<file path="src/rtl/schedule_arbiter_pkg.sv">
// rtl/schedule_arbiter_pkg.sv - shared constants and types for the page-command schedule arbiter
package schedule_arbiter_pkg;

    localparam int NUM_REQ_DEF = 3;

    localparam int REQ_RD    = 0;
    localparam int REQ_PROG  = 1;
    localparam int REQ_ERASE = 2;

    localparam int CMD_W   = 16;
    localparam int ID_W    = 16;
    localparam int ADDR_W  = 48;
    localparam int PARAM_W = 32;

    typedef enum logic {
        ST_IDLE  = 1'b0,
        ST_GRANT = 1'b1
    } arb_state_t;

endpackage

</file>
<file path="src/rtl/schedule_arbiter_rr_pick.sv">
// rtl/schedule_arbiter_rr_pick.sv - combinational round-robin pick starting after the last grant
module rr_pick #(
    parameter int NUM_REQ = 3,
    parameter int GW      = 2
) (
    input  logic [NUM_REQ-1:0] req,
    input  logic [GW-1:0]      last,
    output logic [GW-1:0]      next,
    output logic               any
);

    logic          found_hi;
    logic          found_lo;
    logic [GW-1:0] pick_hi;
    logic [GW-1:0] pick_lo;

    // Lowest requester above the last grant wins; otherwise wrap to the lowest overall.
    always_comb begin
        found_hi = 1'b0;
        found_lo = 1'b0;
        pick_hi  = '0;
        pick_lo  = '0;
        for (int j = NUM_REQ - 1; j >= 0; j--) begin
            if (req[j] && (j > int'(last))) begin
                found_hi = 1'b1;
                pick_hi  = GW'(j);
            end
            if (req[j]) begin
                found_lo = 1'b1;
                pick_lo  = GW'(j);
            end
        end
        any  = found_lo;
        next = found_hi ? pick_hi : (found_lo ? pick_lo : last);
    end

endmodule

</file>
<file path="src/rtl/schedule_arbiter.sv">
// rtl/schedule_arbiter.sv - round-robin arbiter merging page-command streams into one registered output
module schedule_arbiter
    import schedule_arbiter_pkg::*;
#(
    parameter int NUM_REQ = NUM_REQ_DEF,
    parameter int GW      = 2
) (
    input  logic                       clk,
    input  logic                       rst,
    input  logic [NUM_REQ-1:0]         i_req_valid,
    output logic [NUM_REQ-1:0]         o_req_ready,
    input  logic [CMD_W*NUM_REQ-1:0]   i_req_cmd,
    input  logic [NUM_REQ-1:0]         i_req_last,
    input  logic [ID_W*NUM_REQ-1:0]    i_req_id,
    input  logic [ADDR_W*NUM_REQ-1:0]  i_req_addr,
    input  logic [PARAM_W*NUM_REQ-1:0] i_req_param,
    input  logic                       i_page_cmd_ready,
    output logic                       o_page_cmd_valid,
    output logic [CMD_W-1:0]           o_page_cmd,
    output logic                       o_page_cmd_last,
    output logic [ID_W-1:0]            o_page_cmd_id,
    output logic [ADDR_W-1:0]          o_page_addr,
    output logic [PARAM_W-1:0]         o_page_cmd_param,
    output logic [GW-1:0]              o_grant,
    output logic                       o_busy
);

    arb_state_t         state_q, state_d;
    logic [GW-1:0]      grant_q, grant_d;
    logic               valid_q, valid_d;
    logic [CMD_W-1:0]   cmd_q, cmd_d;
    logic               last_q, last_d;
    logic [ID_W-1:0]    id_q, id_d;
    logic [ADDR_W-1:0]  addr_q, addr_d;
    logic [PARAM_W-1:0] param_q, param_d;

    logic [CMD_W-1:0]   cmd_arr   [NUM_REQ];
    logic [ID_W-1:0]    id_arr    [NUM_REQ];
    logic [ADDR_W-1:0]  addr_arr  [NUM_REQ];
    logic [PARAM_W-1:0] param_arr [NUM_REQ];

    logic          slot_free;
    logic          accept;
    logic [GW-1:0] rr_next;
    logic          rr_any;

    rr_pick #(
        .NUM_REQ (NUM_REQ),
        .GW      (GW)
    ) u_rr_pick (
        .req  (i_req_valid),
        .last (grant_q),
        .next (rr_next),
        .any  (rr_any)
    );

    // Unpack the flat requester buses so the granted slice can be picked by index.
    always_comb begin
        for (int k = 0; k < NUM_REQ; k++) begin
            cmd_arr[k]   = i_req_cmd[k*CMD_W +: CMD_W];
            id_arr[k]    = i_req_id[k*ID_W +: ID_W];
            addr_arr[k]  = i_req_addr[k*ADDR_W +: ADDR_W];
            param_arr[k] = i_req_param[k*PARAM_W +: PARAM_W];
        end
    end

    // Only the owner sees ready, and only while the output register can take a beat.
    always_comb begin
        slot_free = ~valid_q | i_page_cmd_ready;
        for (int k = 0; k < NUM_REQ; k++) begin
            o_req_ready[k] = ~rst & (state_q == ST_GRANT) & slot_free & (grant_q == GW'(k));
        end
        accept = (state_q == ST_GRANT) & slot_free & i_req_valid[grant_q];
    end

    // Next-state: arbitration in IDLE, beat transfer and sequence tracking in GRANT.
    always_comb begin
        state_d = state_q;
        grant_d = grant_q;
        valid_d = valid_q;
        cmd_d   = cmd_q;
        last_d  = last_q;
        id_d    = id_q;
        addr_d  = addr_q;
        param_d = param_q;

        case (state_q)
            ST_IDLE: begin
                if (rr_any) begin
                    grant_d = rr_next;
                    state_d = ST_GRANT;
                end
            end
            ST_GRANT: begin
                if (accept && i_req_last[grant_q]) begin
                    state_d = ST_IDLE;
                end
            end
            default: state_d = ST_IDLE;
        endcase

        if (accept) begin
            valid_d = 1'b1;
            cmd_d   = cmd_arr[grant_q];
            last_d  = i_req_last[grant_q];
            id_d    = id_arr[grant_q];
            addr_d  = addr_arr[grant_q];
            param_d = param_arr[grant_q];
        end else if (slot_free) begin
            valid_d = 1'b0;
        end
    end

    // State, grant and output registers; reset parks the grant on the last requester.
    always_ff @(posedge clk) begin
        if (rst) begin
            state_q <= ST_IDLE;
            grant_q <= GW'(NUM_REQ - 1);
            valid_q <= 1'b0;
            cmd_q   <= '0;
            last_q  <= 1'b0;
            id_q    <= '0;
            addr_q  <= '0;
            param_q <= '0;
        end else begin
            state_q <= state_d;
            grant_q <= grant_d;
            valid_q <= valid_d;
            cmd_q   <= cmd_d;
            last_q  <= last_d;
            id_q    <= id_d;
            addr_q  <= addr_d;
            param_q <= param_d;
        end
    end

    assign o_page_cmd_valid = valid_q;
    assign o_page_cmd       = cmd_q;
    assign o_page_cmd_last  = last_q;
    assign o_page_cmd_id    = id_q;
    assign o_page_addr      = addr_q;
    assign o_page_cmd_param = param_q;
    assign o_grant          = grant_q;
    assign o_busy           = (state_q == ST_GRANT);

endmodule

</file>
<file path="config.mk">
export PLATFORM = sky130hd
export DESIGN_NAME = schedule_arbiter
export DESIGN_NICKNAME = d
export VERILOG_FILES = /design/src/rtl/schedule_arbiter_pkg.sv /design/src/rtl/schedule_arbiter_rr_pick.sv /design/src/rtl/schedule_arbiter.sv
export SDC_FILE = /design/constraint.sdc
export NUM_CORES = 1
export LEC_CHECK = 0
export CORE_AREA = 2 2 180 182
export DETAILED_ROUTE_END_ITERATION = 10
export DIE_AREA = 0 0 182 184
export HOLD_SLACK_MARGIN = 0.1
export PLACE_DENSITY_LB_ADDON = 0.05
export SLEW_MARGIN = 25
export SYNTH_ARGS = -nofsm -noshare
export SYNTH_HDL_FRONTEND = slang
export SYNTH_HIERARCHICAL = 1
export SYNTH_SLANG_ARGS = --single-unit
</file>
<file path="constraint.sdc">
create_clock -name clk -period 1.72 [get_ports clk]
set_input_delay 0.258 -clock clk [delete_from_list [all_inputs] [get_ports clk]]
set_output_delay 0.258 -clock clk [all_outputs]
set_load 0.05 [all_outputs]
</file>
# After elaboration in Yosys (flattened, before gate mapping)
# Index checks and enable logic that the tools add are counted.
[word_totals] register_bits=117 input_bits=345 output_inout_bits=120
[classes] n_eq_ne=2 n_mux=32 bitwise=12 order_cmp=4 reduce_logical=6
[op_table] cell="$bmux 48 s2" n=1
[op_table] cell="$mux 48" n=2
[op_table] cell="$bmux 16 s2" n=2
[op_table] cell="$bmux 32 s2" n=1
[op_table] cell="$mux 16" n=4
[op_table] cell="$mux 32" n=2
[op_table] cell="$mux 2" n=6
[op_table] cell="$mux 1" n=11
[op_table] cell="$and 1x1->1" n=7
[op_table] cell="$bmux 1 s2" n=2
[op_table] cell="$ge 3x3->1 const B" n=1
[op_table] cell="$logic_and 1x1->1" n=3
[op_table] cell="$lt 2x3->1 const B" n=1
[op_table] cell="$not 1->1" n=3
[op_table] cell="$not 2->3" n=1
[op_table] cell="$eq 2x1->1 const B" n=1
[op_table] cell="$eq 2x2->1 const B" n=1
[op_table] cell="$gt 1x2->1 const A" n=1
[op_table] cell="$gt 2x2->1 const A" n=1
[op_table] cell="$logic_not 2->1" n=1
[op_table] cell="$pmux 1 s2" n=1
[op_table] cell="$reduce_and 2->1" n=1
[op_table] cell="$reduce_bool 2->1" n=1
[op_table] cell="$or 1x1->1" n=1

# Longest topological paths before layout
[depth] ltp_word=7 ltp_mapped=8 mapped_depth_nobuf=5

# Modules after synthesis
# Netlist, hierarchy kept.
[by_module_without_submodules] mod="schedule_arbiter" cells_each=793 n_inst=1 seq_area_each_um2=2342.2 area_per_inst_um2=6751.5
[by_module_without_submodules] mod="rr_pick" cells_each=9 n_inst=1 seq_area_each_um2=0.0 area_per_inst_um2=61.3

# Worst setup path after synthesis
# OpenSTA, ideal clock, no wires.
[synth_timing] path_type="reg-to-output" start="register grant_q[0], in the netlist o_grant[0]" end="output port o_req_ready[1]" path_buffers=3 path_stages_with_launch=5 setup_slack_ns=-1.635 arrival_time_ns=3.097 required_ns=1.462 path_cell_list="dfxtp_1 buf_2 buf_2 buf_2 nor4b_1"
[synth_between] elab_chain_len=2
[synth_rtl] item="start, declared" line_no="schedule_arbiter.sv:29" rtl="logic [GW-1:0] grant_q, grant_d;"
[synth_rtl] item="start signal, assigned" line_no="schedule_arbiter.sv:118" rtl="grant_q <= GW'(NUM_REQ - 1);"
[synth_rtl] item="start signal, assigned" line_no="schedule_arbiter.sv:127" rtl="grant_q <= grant_d;"
[synth_rtl] item="$eq 2x1->1" line_no="schedule_arbiter.sv:71" rtl="o_req_ready[k] = ~rst & (state_q == ST_GRANT) & slot_free & (grant_q == GW'(k));"
[synth_rtl] item="$and 1x1->1" line_no="schedule_arbiter.sv:71"
[synth_rtl] item="end, declared" line_no="schedule_arbiter.sv:11" rtl="output logic [NUM_REQ-1:0] o_req_ready,"
# No other way between the ends.

# Final worst setup path
[layout_timing] start="register valid_q, in the netlist o_page_cmd_valid" end="output port o_req_ready[1]"
[layout_between] elab_chain_len=4
[layout_rtl] item="start, declared" line_no="schedule_arbiter.sv:30" rtl="logic valid_q, valid_d;"
[layout_rtl] item="start signal, assigned" line_no="schedule_arbiter.sv:128" rtl="valid_q <= valid_d;"
[layout_rtl] item="$not 1->1" line_no="schedule_arbiter.sv:69" rtl="slot_free = ~valid_q | i_page_cmd_ready;"
[layout_rtl] item="$or 1x1->1" line_no="schedule_arbiter.sv:69"
[layout_rtl] item="$and 1x1->1 (2 in a row)" line_no="schedule_arbiter.sv:71"
# No other way between the ends.

==> summary.md <==
| Metric | Value |
|---|---|
| Most frequent cells in the layout | `clkdlybuf4s50_1 (343), a21oi_1 (183), buf_4 (134)` |
| CORE AREA | `between 30000 and 40000 sq um` |
| Status | `finished with violations` |
| Tmin final | `1.80 ns` |
| Hold Startpoint | `rst` |
| Die Y | `184 microns` |
| Grt ovf | `0` |
| Asr flop ratio synth | `0%` |
| Number of maximum-capacitance violations | `0` |
| Initial Util | `a little over a fifth` |
| Final WL | `about 35000 microns` |
| Vias | `7937` |
| PwrDens | `897 nW/um^2` |
| Post-synth top area share | `34.4%` |
| Cell Rows | `65` |
| IO Pins | `465` |
| Seq/Total Area, Yosys | `34.4%` |
| Pins Over Slew Limit | `0` |
| Largest net degree at the start of global routing | `90` |
| Die ar. | `roughly 33000 sq um` |
| Clock sink total | `about 120` |
| R2r worst-path depth | `8` |
| CTS buffer count | `17` |
| Post-synth top flop | `dfxtp_1` |
| Endpoints failing hold | `0` |
| Failing checks | `setup timing` |
| Hold Crit Class | `in -> reg` |
| Detail Placement HPWL | `23500 microns` |
| DRC viols | `0` |
| Synthesized cell area | `6810 sq um` |
| Biggest area consumer among synthesized cells | `dfxtp_1` |
| P_leak | `approximately 5.1 nW` |
| Netlist cell types | `28` |
| Gr usage total | `18.0%` |
| DR pass1 iterations | `4` |
| Number of H-tree levels | `4` |
| YS warnings | `6` |
| Max Root-Sink Buffers | `2` |
| Max-Slew Margin vs Limit | `a little under three fifths` |
| Crit. End Element | `output port` |
| #FFs+latches synth | `117` |
| Crit path max fanout | `3` |
| Startpoint class of the critical path | `register` |
| Drt wl/cell | `about 20 microns` |
| Worst-margin pin slew | `0.647 ns` |
| CTS tree | `done` |
| Worst-path clk slew | `approximately 0.06 ns` |
| Initial antenna violation count | `0` |
| CP Data Required Time | `1.46 ns` |
| Setup ws final | `-0.0782 ns` |
| Worst Hold Depth | `2` |
| Synth Area per Inst | `8.49 sq um` |
| Detailed Route Iter0 Violations | `264` |
| I/O Buffers | `464` |
| Highest clock rate | `approximately 0.56 GHz` |
| Final setup viols | `2` |
| Vias in the first global route | `7818` |
| Layout Cells excl Fill | `1695` |
| Chip Width | `182 microns` |
| Setup Crit Path Kind | `reg -> out` |
| Data arrival, critical path | `between 1.5 and 2 ns` |
| Antenna cells | `0` |
| DP Cell Count | `1617` |
| Post-Synthesis Cells | `between 800 and 900` |
| Final worst-path cycle share | `105%` |
| Syn_nets | `1147` |
| Final #Nets | `between 1500 and 2000` |
| Area growth, synth to finish | `103%` |
| Max VDD drop | `between 0.0006 and 0.0007 V` |
| DR vias/cell | `about 4.7` |
| GPL Wtd Cong | `0.722` |
| First-pass GRT wire length | `roughly 46000 microns` |
| Clock Latency Late Sink | `0.41 ns` |
| Fin Hold WS | `0.121 ns` |
| Clock skew | `0.00958 ns` |
| FF-to-FF setup slack | `0.03 ns` |
| Share of post-route cells with drive strength above 1 | `29.7%` |
| DRT antenna net count | `0` |
| R2r endpoint | `o_page_cmd_param[14]` |
| Top post-synthesis cells by area | `dfxtp_1 (34%), mux2i_1 (17%), a21oi_1 (17%)` |
| WHS Endpoint | `o_grant[0]` |
| CTS root buf | `clkbuf_16` |
| Worst R2R Start | `o_grant[0]` |
| Unrepaired setup endpoints after global routing | `true` |
| Most common cell after layout, fill and taps aside | `clkdlybuf4s50_1` |
| Post-synth EDFFs | `0` |
## state kept, by name, summed over array words and instances, names as in the netlist
signal            count
o_busy                1
o_grant               2
o_page_addr          48
o_page_cmd           16
o_page_cmd_id        16
o_page_cmd_last       1
o_page_cmd_param     32
o_page_cmd_valid      1
## worst max-delay path by stage
| stage | from | end | slack [ns] | depth (start not counted) |
|---|---|---|---|---|
| after detailed placement | i_req_valid[2] | o_page_cmd_param[17] | -0.27 | 6 |
| after floorplan | o_grant[1] | o_req_ready[2] | -0.16 | 6 |
| after global routing | o_page_cmd_valid | o_req_ready[1] | -0.15 | 4 |
| after CTS | o_page_cmd_valid | o_req_ready[1] | -0.15 | 5 |
| after global placement | i_req_valid[2] | o_page_cmd_param[13] | -0.26 | 6 |
| final | o_page_cmd_valid | o_req_ready[1] | -0.08 | 4 |
## metrics by stage
| step | setup TNS [ns] | total power [W] | area, sq um | worst slack [ns] | utilization (%) |
|---|---|---|---|---|---|
| 6_report | -0.142 | 0.0124 | 13900 | -0.0782 | 44.2 |
| 5_1_grt | -1.47 | 0.0130 | 13900 | -0.153 | 44.2 |
| 4_1_cts | -0.940 | 0.0120 | 12800 | -0.152 | 40.8 |
| 3_5_place_dp | -28.05 | 0.00819 | 11900 | -0.269 | 37.9 |
| 3_3_place_gp | -26.19 | 0.00818 | 11900 | -0.261 | 37.9 |
| 2_1_floorplan | -0.323 | 0.00613 | 6930 | -0.160 | - |
## power by group
group / leakage [nW] / switching (W) / internal (W) / total [W]
clock: 0.286 / 0.00131 / 0.00223 / 0.00354
combinational: 3.85 / 0.00310 / 0.00253 / 0.00563
sequential: 0.965 / 0.000225 / 0.00304 / 0.00327
total: 5.10 / 0.00463 / 0.00781 / 0.0124
## cells in the mapped netlist (2+ instances only)
master and count:
a211oi_1 54, a211oi_2 60, a21oi_1 226, buf_1 5
buf_2 29, buf_4 2, buf_6 7, clkbuf_1 47
dfxtp_1 117, inv_1 3, mux2i_1 115, nand2_1 3
nand2b_1 2, nor2_1 115, nor2b_1 4
## layer usage
metal	global-route usage, %	up-vias	wire length, microns
met5	0	-	0
met4	3.94	0	351
met3	5.57	14	2550
met2	33.1	288	17600
met1	20.4	3726	14100
li1	-	3909	-
## worst max-delay path, stage by stage (launching register included)
cell,delay (ns)
dfxtp_2,0.32
nor2b_4,0.13
nand2b_4,0.17
nor4b_4,0.33
buf_12,0.18
## final cells by class
class	instances	area, sq um
multi-input combinational	592	4500
clock buffer	22	474
timing repair buffer	550	5920
fill	3084	17500
inverter	3	11.3
sequential	117	2350
clock inverter	9	100
tap	402	503
## logic make-up (layout without fill, tap and decap cells)
kind of cell / Yosys count / in the layout / share of synthesized area (%)
AOI/OAI and AO/OA: 346 / 346 / 34.3
muxes: 116 / 116 / 17.1
and+or+nand+nor: 130 / 130 / 7.68
DFF: 117 / 117 / 34.4
buffers and inverters: 93 / 584 / 6.54
## repair_timing
| action | CTS | global route |
|---|---|---|
| resized for setup | 21 | 99 |
| pin swaps | 10 | 97 |
| cloned | 5 | 26 |
| setup buffers | 10 | 7 |
| endpoints found under the hold margin | 1 | 0 |
| hold buffers | 1 | 0 |
| setup endpoints to repair | 5 | 113 |
Note: power is estimated with default switching activity, not from simulation.
